==> config.mk <==
export PLATFORM = sky130hd
export DESIGN_NAME = bth_op_seq
export DESIGN_NICKNAME = d
export VERILOG_FILES = /design/src/rtl/bth_op_seq_pkg.sv /design/src/rtl/bth_op_seq_fifo.sv /design/src/rtl/bth_op_seq.sv
export SDC_FILE = /design/constraint.sdc
export NUM_CORES = 1
export LEC_CHECK = 0
export ABC_AREA = 1
export CELL_PAD_IN_SITES_DETAIL_PLACEMENT = 2
export CELL_PAD_IN_SITES_GLOBAL_PLACEMENT = 2
export CORE_AREA = 2 2 104 86
export CTS_CLUSTER_DIAMETER = 200
export DETAILED_ROUTE_END_ITERATION = 16
export DIE_AREA = 0 0 106 88
export HOLD_SLACK_MARGIN = 0.15
export PLACE_DENSITY = 0.8
export RECOVER_POWER = 50
export SYNTH_ARGS = -nofsm -noshare
export SYNTH_HDL_FRONTEND = slang
export SYNTH_SLANG_ARGS = --single-unit
==> constraint.sdc <==
create_clock -name clk -period 2.1 [get_ports clk]
set_clock_uncertainty 0.05 [all_clocks]
set_input_delay 0.21 -clock clk [delete_from_list [all_inputs] [get_ports clk]]
set_output_delay 0.21 -clock clk [all_outputs]
set_load 0.01 [all_outputs]
==> src/rtl/bth_op_seq_pkg.sv <==
`default_nettype none
// ============================================================================
// Module : bth_op_seq_pkg
// Brief  : Shared state encodings, default widths and clog2 helper for the
//          Booth operand sequencer.
// Rev    : 1.0
// ============================================================================
package bth_op_seq_pkg;

    localparam int c_N_DEF = 8;
    localparam int c_n_DEF = 4;

    typedef enum logic [1:0] {
        S_IDLE  = 2'd0,
        S_ISSUE = 2'd1,
        S_WAIT  = 2'd2,
        S_OUT   = 2'd3
    } state_t;

    function automatic int clog2(input int v);
        int r;
        r = 0;
        while ((1 << r) < v) r++;
        return r;
    endfunction

endpackage
`default_nettype wire

==> src/rtl/bth_op_seq_fifo.sv <==
`default_nettype none
// ============================================================================
// Module : bth_op_seq_fifo
// Brief  : Operand-pair FIFO with registered count, full and empty flags.
// Rev    : 1.0
// ============================================================================
module bth_op_seq_fifo
    import bth_op_seq_pkg::*;
#(
    parameter int WIDTH = 8,
    parameter int DEPTH = 4
) (
    input  logic             clk,
    input  logic             rst_n,
    input  logic             i_push,
    input  logic [WIDTH-1:0] i_wdata,
    input  logic             i_pop,
    output logic [WIDTH-1:0] o_rdata,
    output logic             o_full,
    output logic             o_empty
);

    localparam int c_AW = clog2(DEPTH);
    localparam int c_CW = c_AW + 1;

    logic [WIDTH-1:0] r_mem [DEPTH];
    logic [c_AW-1:0]  r_wr;
    logic [c_AW-1:0]  r_rd;
    logic [c_CW-1:0]  r_cnt;
    logic [c_CW-1:0]  w_cnt_nxt;
    logic             r_full;
    logic             r_empty;
    logic             w_push;
    logic             w_pop;

    // A push while full is dropped even when a pop lands on the same edge.
    assign w_push = i_push & ~r_full;
    assign w_pop  = i_pop & ~r_empty;

    always_comb begin
        w_cnt_nxt = r_cnt;
        if (w_push && !w_pop) begin
            w_cnt_nxt = r_cnt + c_CW'(1);
        end else if (!w_push && w_pop) begin
            w_cnt_nxt = r_cnt - c_CW'(1);
        end
    end

    always_ff @(posedge clk or negedge rst_n) begin
        if (!rst_n) begin
            r_wr    <= '0;
            r_rd    <= '0;
            r_cnt   <= '0;
            r_full  <= 1'b0;
            r_empty <= 1'b1;
        end else begin
            if (w_push) r_wr <= r_wr + c_AW'(1);
            if (w_pop)  r_rd <= r_rd + c_AW'(1);
            r_cnt   <= w_cnt_nxt;
            r_full  <= (w_cnt_nxt == c_CW'(DEPTH));
            r_empty <= (w_cnt_nxt == '0);
        end
    end

    always_ff @(posedge clk) begin
        if (w_push) r_mem[r_wr] <= i_wdata;
    end

    assign o_rdata = r_mem[r_rd];
    assign o_full  = r_full;
    assign o_empty = r_empty;

endmodule
`default_nettype wire

==> src/rtl/bth_op_seq.sv <==
`default_nettype none
// ============================================================================
// Module : bth_op_seq
// Brief  : Queues operand pairs, issues them one at a time to the Booth
//          multiplier and streams products out in order.
//          Optional macro BTH_SEQ_TIMEOUT_EN adds a WAIT-state timeout.
// Rev    : 1.0
// ============================================================================
module bth_op_seq
    import bth_op_seq_pkg::*;
#(
    parameter int N         = c_N_DEF,
    parameter int n         = c_n_DEF,
    parameter int DEPTH     = 4,
    parameter int START_CYC = 3,
    parameter int TIMEOUT   = 64
) (
    input  logic         clk,
    input  logic         reset,
    input  logic         in_valid,
    output logic         in_ready,
    input  logic [n-1:0] in_a,
    input  logic [n-1:0] in_b,
    output logic         mul_start,
    output logic [n-1:0] mul_a,
    output logic [n-1:0] mul_b,
    input  logic         mul_done,
    input  logic [N-1:0] mul_p,
    output logic         out_valid,
    input  logic         out_ready,
    output logic [N-1:0] out_p,
    output logic         busy,
    output logic         out_err
);

    localparam int c_SCW = clog2(START_CYC + 1);

    state_t           r_state;
    state_t           w_state_nxt;
    logic [c_SCW-1:0] r_cnt;
    logic [c_SCW-1:0] w_cnt_nxt;
    logic             r_start;
    logic             w_start_nxt;
    logic [n-1:0]     r_a;
    logic [n-1:0]     w_a_nxt;
    logic [n-1:0]     r_b;
    logic [n-1:0]     w_b_nxt;
    logic             r_valid;
    logic             w_valid_nxt;
    logic [N-1:0]     r_p;
    logic [N-1:0]     w_p_nxt;
    logic             w_pop;
    logic [2*n-1:0]   w_rdata;
    logic             w_full;
    logic             w_empty;

`ifdef BTH_SEQ_TIMEOUT_EN
    localparam int c_TCW = clog2(TIMEOUT + 1);
    logic [c_TCW-1:0] r_tcnt;
    logic [c_TCW-1:0] w_tcnt_nxt;
    logic             r_err;
    logic             w_err_nxt;
`else
    localparam int c_TIMEOUT_UNUSED = TIMEOUT;
`endif

    bth_op_seq_fifo #(
        .WIDTH (2 * n),
        .DEPTH (DEPTH)
    ) u_fifo (
        .clk     (clk),
        .rst_n   (reset),
        .i_push  (in_valid),
        .i_wdata ({in_a, in_b}),
        .i_pop   (w_pop),
        .o_rdata (w_rdata),
        .o_full  (w_full),
        .o_empty (w_empty)
    );

    always_comb begin
        w_state_nxt = r_state;
        w_pop       = 1'b0;
        w_cnt_nxt   = r_cnt;
        w_start_nxt = r_start;
        w_a_nxt     = r_a;
        w_b_nxt     = r_b;
        w_valid_nxt = r_valid;
        w_p_nxt     = r_p;
`ifdef BTH_SEQ_TIMEOUT_EN
        w_tcnt_nxt  = r_tcnt;
        w_err_nxt   = r_err;
`endif
        case (r_state)
            S_IDLE: begin
                if (!w_empty) begin
                    w_pop              = 1'b1;
                    {w_a_nxt, w_b_nxt} = w_rdata;
                    w_start_nxt        = 1'b1;
                    w_cnt_nxt          = c_SCW'(START_CYC - 1);
                    w_state_nxt        = S_ISSUE;
                end
            end
            // done is ignored here so a level left over from the last op is flushed
            S_ISSUE: begin
                if (r_cnt == '0) begin
                    w_start_nxt = 1'b0;
                    w_state_nxt = S_WAIT;
`ifdef BTH_SEQ_TIMEOUT_EN
                    w_tcnt_nxt  = '0;
`endif
                end else begin
                    w_cnt_nxt = r_cnt - c_SCW'(1);
                end
            end
            S_WAIT: begin
                if (mul_done) begin
                    w_p_nxt     = mul_p;
                    w_valid_nxt = 1'b1;
                    w_state_nxt = S_OUT;
                end
`ifdef BTH_SEQ_TIMEOUT_EN
                else if (r_tcnt == c_TCW'(TIMEOUT - 1)) begin
                    w_p_nxt     = '0;
                    w_valid_nxt = 1'b1;
                    w_err_nxt   = 1'b1;
                    w_state_nxt = S_OUT;
                end else begin
                    w_tcnt_nxt = r_tcnt + c_TCW'(1);
                end
`endif
            end
            S_OUT: begin
                if (out_ready) begin
                    w_valid_nxt = 1'b0;
`ifdef BTH_SEQ_TIMEOUT_EN
                    w_err_nxt   = 1'b0;
`endif
                    w_state_nxt = S_IDLE;
                end
            end
            default: w_state_nxt = S_IDLE;
        endcase
    end

    always_ff @(posedge clk or negedge reset) begin
        if (!reset) begin
            r_state <= S_IDLE;
            r_cnt   <= '0;
            r_start <= 1'b0;
            r_a     <= '0;
            r_b     <= '0;
            r_valid <= 1'b0;
            r_p     <= '0;
`ifdef BTH_SEQ_TIMEOUT_EN
            r_tcnt  <= '0;
            r_err   <= 1'b0;
`endif
        end else begin
            r_state <= w_state_nxt;
            r_cnt   <= w_cnt_nxt;
            r_start <= w_start_nxt;
            r_a     <= w_a_nxt;
            r_b     <= w_b_nxt;
            r_valid <= w_valid_nxt;
            r_p     <= w_p_nxt;
`ifdef BTH_SEQ_TIMEOUT_EN
            r_tcnt  <= w_tcnt_nxt;
            r_err   <= w_err_nxt;
`endif
        end
    end

    assign in_ready  = ~w_full;
    assign mul_start = r_start;
    assign mul_a     = r_a;
    assign mul_b     = r_b;
    assign out_valid = r_valid;
    assign out_p     = r_p;
    assign busy      = (r_state != S_IDLE) | ~w_empty;
`ifdef BTH_SEQ_TIMEOUT_EN
    assign out_err   = r_err;
`else
    assign out_err   = 1'b0;
`endif

endmodule
`default_nettype wire

==> results by group, run 1 <==
Floorplanning
  • Die Height: between 80 and 90 um
  • Initial Util: 33.0%
  • IO Count: between 40 and 50
  • Die ar.: 9330 um2
  • Row count: 30
  • Core area: between 8000 and 9000 um2
  • Die X: ~110 um

Logic synthesis
  • Yosys top cell by area: edfxtp_1
  • Fraction of registers with async set/reset: about half
  • Sequential cell area fraction in the yosys report: a little under two thirds
  • Area contributors post-synth: edfxtp_1 35%, dfrtp_1 27%, nor2_1 6.9%
  • Cell variety after synth: 25
  • Post-synth top cells: 50 x nor2_1, 32 x edfxtp_1, 31 x nand2_1, 30 x dfrtp_1, 27 x inv_1
  • Cells after Synth: approximately 250
  • Post-synth design cell area: 2740 um2
  • Top cell type's share of synthesized area: between 30% and 40%
  • Most common cell in the synthesized netlist: nor2_1
  • Post-Synthesis Net Count: approximately 280
  • Primary FF master, synth: edfxtp_1
  • Yosys warns: 0
  • FF+latch count, synth: 63
  • Post-synth EDFFs: 32
  • Post-synthesis average cell area: around 11 um2

Critical path
  • Worst R2R Path Depth: 10
  • Worst R2R Start: r_state[0]
  • Setup Crit Path Kind: flip-flop to primary output
  • CP arrival: 1.69 ns
  • CP Max Fanout: 6
  • Critical Path RT: around 1.8 ns
  • Worst R2R End: u_fifo.o_empty
  • CP endpoint kind: primary output
  • FF-to-FF setup slack: between 0.2 and 0.3 ns
  • CP Launch Type: flip-flop

Clock tree
  • # H-tree levels: 3
  • CTS tree: done
  • Post-CTS sizing: 0
  • Setup Buffers After CTS: 0
  • Total CTS buffers: 9
  • Hold buffers post-CTS: 0
  • Longest Clk Path Bufs: 2
  • Clk sinks: 63
  • Clk_lat worst skew: approximately 0.34 ns
  • Worst-path clk slew: about 0.070 ns
  • CTS root buffer: clkbuf_8

Global routing
  • Initial antenna violation count: 0
  • First-pass GRT wire length: roughly 11,000 um
  • Vias in the first global route: roughly 2,200
  • Pin count of the biggest net entering global routing: 32
  • Gr usage total: approximately 16%
  • GR Overflow Total: 0

Timing
  • Endpoints failing setup: 0
  • Slew headroom: about 44%
  • Worst-Margin Slew: 0.834 ns
  • Slew Limit Fails: 0
  • Final Hold Viols: 0
  • Final period util: around 93%
  • Setup_tns: 0 ns
  • Shortest period the worst path allows: 1.95 ns
  • RSZ-0062 raised after global routing: no
  • Upper clock frequency limit: approximately 510 MHz

Drt
  • Via density: between 4 and 5
  • DRC viols: 0
  • Via count: just under 2,000
  • Drt wl/cell: 16.1 um
  • Final wirelength: between 6000 and 7000 um
  • First DRT Iteration DRCs: between 60 and 70
  • Detail Route Antenna Nets: 0
  • Total iterations of the first detailed-routing run: 4

Layout
  • Number of fill cells: between 800 and 900
  • Nets: approximately 340
  • Final core occ: between 40% and 50%
  • Area of the multi-input gates: between 800 and 900 um2
  • Fraction of layout cells with a size suffix above 1: approximately an eighth
  • Register area: approximately 1700 um2
  • Antenna fix cells: 0
  • Area growth syn-to-layout: 27.2%

Placed design
  • Placed wire-length estimate: approximately 4800 um
  • Final Wtd Congestion: about 0.74
  • Port Buffer Count: 40

Hold path
  • Worst Hold Path Cells: 2
  • Worst min path class: flip-flop to flip-flop
  • Hold EP: r_cnt[0]
  • Hold path startpoint: r_cnt[0]

Power
  • Peak supply drop: ~0.00043 V
  • Pwr Density: about 1500 nW/um2
  • Leakage: roughly 1.5 nW

Run status
  • Outcome: complete, no violations

Flow run
  • Max-cap violations: 0
sequential cells by signal (all words and copies together), names as in the netlist, 2 cells and up:
name,flops
mul_a,4
u_fifo.r_wr,2
out_p,8
r_state,2
u_fifo.r_rd,2
r_cnt,2
u_fifo.r_mem,32
mul_b,4
u_fifo.r_cnt,3
cells by family (layout without fill, tap and decap cells):
logic type,after synthesis,in the layout,synth area share (%)
other cells,1,1,0.137
mux,8,8,3.29
flops,63,63,63.5
fa+ha+maj,11,11,5.03
buf+inv,35,93,5.25
compound gates,35,35,6.94
xor+xnor,4,4,1.28
simple gates,95,95,14.6
through the flow:
stage	cells	total power [mW]	hold slack (ns)	area, um2	setup WS (ns)
global route	422	5.66	0.428	3480	0.0487
CTS	422	5.33	0.229	3490	0.0175
finish	422	5.22	0.433	3480	0.154
floorplan	252	3.29	-0.136	2740	0.611
detailed placement	406	4.26	0.426	3300	0.203
global placement	406	4.08	0.407	3300	0.415
report_power, final:
group	total, mW	switching, mW	internal, mW
Clock	1.01	0.463	0.546
Combinational	2.25	1.30	0.951
Sequential	1.96	0.220	1.74
Total	5.22	1.98	3.23
layout by cell type (no fill, tap or decap), types with 4 or more instances in the layout:
cell type / Yosys / routed
a31oi_1: 8 / 8
clkbuf_1: 0 / 4
clkdlybuf4s50_1: 0 / 31
nor2_1: 50 / 50
clkbuf_8: 0 / 9
buf_4: 2 / 6
edfxtp_1: 32 / 32
dlygate4sd3_1: 0 / 9
dfrtp_1: 30 / 30
nand3_1: 6 / 6
o21ai_0: 23 / 23
nand2_1: 31 / 31
ha_1: 11 / 10
mux2_2: 8 / 8
inv_1: 27 / 27
xor2_1: 4 / 4
worst max-delay path, cell delays in order (launching register included):
cell and delay (ns):
dfrtp_1 0.40, inv_1 0.11, ha_2 0.26, nand2_1 0.09
clkdlybuf4s50_1 0.48
layer usage:
layer	share of wire, %	track usage, %	up-vias
met4	1.1	5.38	0
met2	51	30.3	36
met3	3.7	4.39	8
met1	44	18.5	990
li1	-	-	930
met5	0	0	-
cell type report:
| cell class | count | share of cell area (%) |
|---|---|---|
| repair buffers | 48 | 13.0 |
| multi-input cells | 154 | 24.7 |
| clock buffers | 12 | 3.88 |
| flip-flops and latches | 63 | 49.9 |
| inverters | 29 | 3.12 |
| clock inverters | 4 | 1.36 |
| well taps | 112 | 4.02 |
worst max path at each step:
stage,start,endpoint,cells past startpoint
floorplan,u_fifo.o_full,u_fifo.r_mem[0][0],3
CTS,r_state[0],busy,4
finish,r_state[0],busy,4
global route,r_state[1],busy,4
global placement,in_valid,u_fifo.o_full,9
detailed placement,r_state[0],u_fifo.o_empty,10
Power figures use the tool's default switching activity.
==> run 2: changes to the inputs <==
- RECOVER_POWER: 50 -> default
==> results by group, run 2 (synthesis gave the netlist of run 1 again) <==
Timing
  • Final period util: 92.7% (about the same)
  • Shortest period the worst path allows: 1.95 ns (about the same)
  • Upper clock frequency limit: 514 MHz (about the same)
  • RSZ-0062 raised after global routing: no (unchanged)
  • Slew Limit Fails: 0 (unchanged)
  • Worst-Margin Slew: 0.506 ns (was 0.834 ns)
  • Final setup margin: 0.154 ns (about the same)
  • Endpoints failing setup: 0 (unchanged)
  • Setup_tns: 0 ns (unchanged)
  • Slew headroom: 66.2% (was 44.4%)
  • Worst Hold Margin: 0.226 ns (was 0.433 ns)
  • Final Hold Viols: 0 (unchanged)

Drt
  • First DRT Iteration DRCs: 69 (unchanged)
  • Detail Route Antenna Nets: 0 (unchanged)
  • Total iterations of the first detailed-routing run: 4 (unchanged)
  • Final wirelength: 6810 um (about the same)
  • Via density: 4.66 (was 4.65)
  • DRC viols: 0 (unchanged)
  • Via count: 1,966 (was 1,964)
  • Drt wl/cell: 16.1 um (about the same)

Global routing
  • Vias in the first global route: 2,226 (unchanged)
  • Gr usage total: 16.3% (unchanged)
  • GR Overflow Total: 0 (unchanged)
  • Initial antenna violation count: 0 (unchanged)
  • First-pass GRT wire length: 11,400 um (unchanged)
  • Pin count of the biggest net entering global routing: 32 (unchanged)

Layout
  • Most frequent cells in the layout: 50 x nor2_1, 40 x clkdlybuf4s50_1, 32 x edfxtp_1, 31 x nand2_1, 30 x dfrtp_1 (was 50 x nor2_1, 32 x edfxtp_1, 31 x nand2_1, 31 x clkdlybuf4s50_1, 30 x dfrtp_1)
  • Final instance area: 3490 um2 (was 3480 um2)
  • Commonest non-fill, non-tap cell in the layout: nor2_1 (unchanged)
  • Antenna fix cells: 0 (unchanged)
  • Max FFs per register: 32 (unchanged)
  • Register with the most flip-flops: u_fifo.r_mem (unchanged)
  • Area growth syn-to-layout: 27.4% (was 27.2%)
  • Fraction of layout cells with a size suffix above 1: 12.6% (was 12.3%)
  • Nets: 337 (unchanged)
  • Post-route insts no fill: 422 (unchanged)

Floorplanning
  • Die ar.: 9330 um2 (unchanged)
  • Die X: 106 um (unchanged)
  • Row count: 30 (unchanged)
  • Core area: 8300 um2 (unchanged)
  • IO Count: 42 (unchanged)
  • Die Height: 88 um (unchanged)
  • Initial Util: 33.0% (unchanged)

Clock tree
  • Longest Clk Path Bufs: 2 (unchanged)
  • Worst-path clk slew: 0.07 ns (about the same)
  • Total CTS buffers: 9 (unchanged)
  • Clk sinks: 63 (unchanged)
  • CTS root buffer: clkbuf_8 (unchanged)
  • # H-tree levels: 3 (unchanged)
  • Clk_lat worst skew: 0.34 ns (about the same)
  • CTS tree: done (unchanged)
  • Setup Buffers After CTS: 0 (unchanged)

Hold path
  • Worst min path class: input port to async pin (was flip-flop to flip-flop)

Critical path
  • FF-to-FF setup slack: 0.27 ns (about the same)
  • CP Launch Type: flip-flop (unchanged)
  • CP endpoint kind: primary output (unchanged)
  • Worst R2R End: u_fifo.o_empty (unchanged)
  • Worst R2R Path Depth: 10 (unchanged)
  • Critical Path RT: 1.84 ns (about the same)
  • Setup Crit Path Kind: flip-flop to primary output (unchanged)
  • Worst R2R Start: r_state[0] (unchanged)
  • CP Max Fanout: 6 (unchanged)
  • CP arrival: 1.69 ns (about the same)

Run status
  • Outcome: complete, no violations (unchanged)

Placed design
  • DP Worst Slack: 0.203 ns (unchanged)
  • Placed wire-length estimate: 4780 um (unchanged)
  • DP Area: 3300 um2 (unchanged)
  • Final Wtd Congestion: 0.744 (unchanged)
  • Port Buffer Count: 40 (unchanged)
  • Placed insts: 406 (unchanged)

Power
  • Peak supply drop: 0.000428 V (was 0.000426 V)
  • Leakage: 1.46 nW (was 1.45 nW)
  • Pwr Density: 1500 nW/um2 (about the same)

Flow run
  • Max-cap violations: 0 (unchanged)
run 2: cell count changes in the layout (fill, tap and decap cells not counted), sizes merged:
cell / previous run / this run
buf: 6 / 8
clkbuf: 14 / 12
clkdlybuf4s50: 31 / 40
dlygate4sd3: 9 / 0
run 2: worst max-delay path, cell delays in order (launching register included):
cell and delay, ns:
dfrtp_1 0.40, inv_1 0.11, ha_2 0.26, nand2_1 0.09, clkdlybuf4s50_1 0.48
run 2: routing by layer:
layer | vias to the layer above | share of wire [%] | track usage, %
li1 | 930 | - | -
met1 | 992 | 44 | 18.5
met2 | 36 | 51 | 30.3
met3 | 8 | 3.7 | 4.39
met4 | 0 | 1.1 | 5.38
met5 | - | 0 | 0
run 2: cell type report:
class | instances | area (um2)
fill | 876 | 4810
clock inverter | 4 | 47.5
tap | 112 | 140
clock buffer | 12 | 135
multi-input combinational | 154 | 860
timing repair buffer | 48 | 460
sequential | 63 | 1740
inverter | 29 | 109
run 2: worst max-delay path by stage:
stage / start / endpoint / slack (ns) / depth (start not counted)
after global placement: in_valid / u_fifo.o_full / 0.42 / 9
after global routing: r_state[1] / busy / 0.05 / 4
final: r_state[0] / busy / 0.15 / 4
after floorplan: u_fifo.o_full / u_fifo.r_mem[0][0] / 0.61 / 3
after detailed placement: r_state[0] / u_fifo.o_empty / 0.20 / 10
after CTS: r_state[0] / busy / 0.02 / 4
run 2: power breakdown:
part	switching [mW]	total [mW]	internal, mW
clock	0.463	1.01	0.546
sequential	0.220	1.96	1.74
combinational	1.30	2.26	0.959
run 2: repair_timing:
action | CTS | global route
hold endpoints to repair | 0 | 0
hold buffers | 0 | 0
endpoints found under the setup margin | 0 | 2
resized for setup | 0 | 1
run 2: stage by stage:
| stage | power [mW] | util, % |
|---|---|---|
| final | 5.23 | 42.1 |
| after floorplan | 3.29 | - |
| after global routing | 5.67 | 42.1 |
| after global placement | 4.08 | 39.8 |
| after CTS | 5.33 | 42.0 |
| after detailed placement | 4.26 | 39.8 |
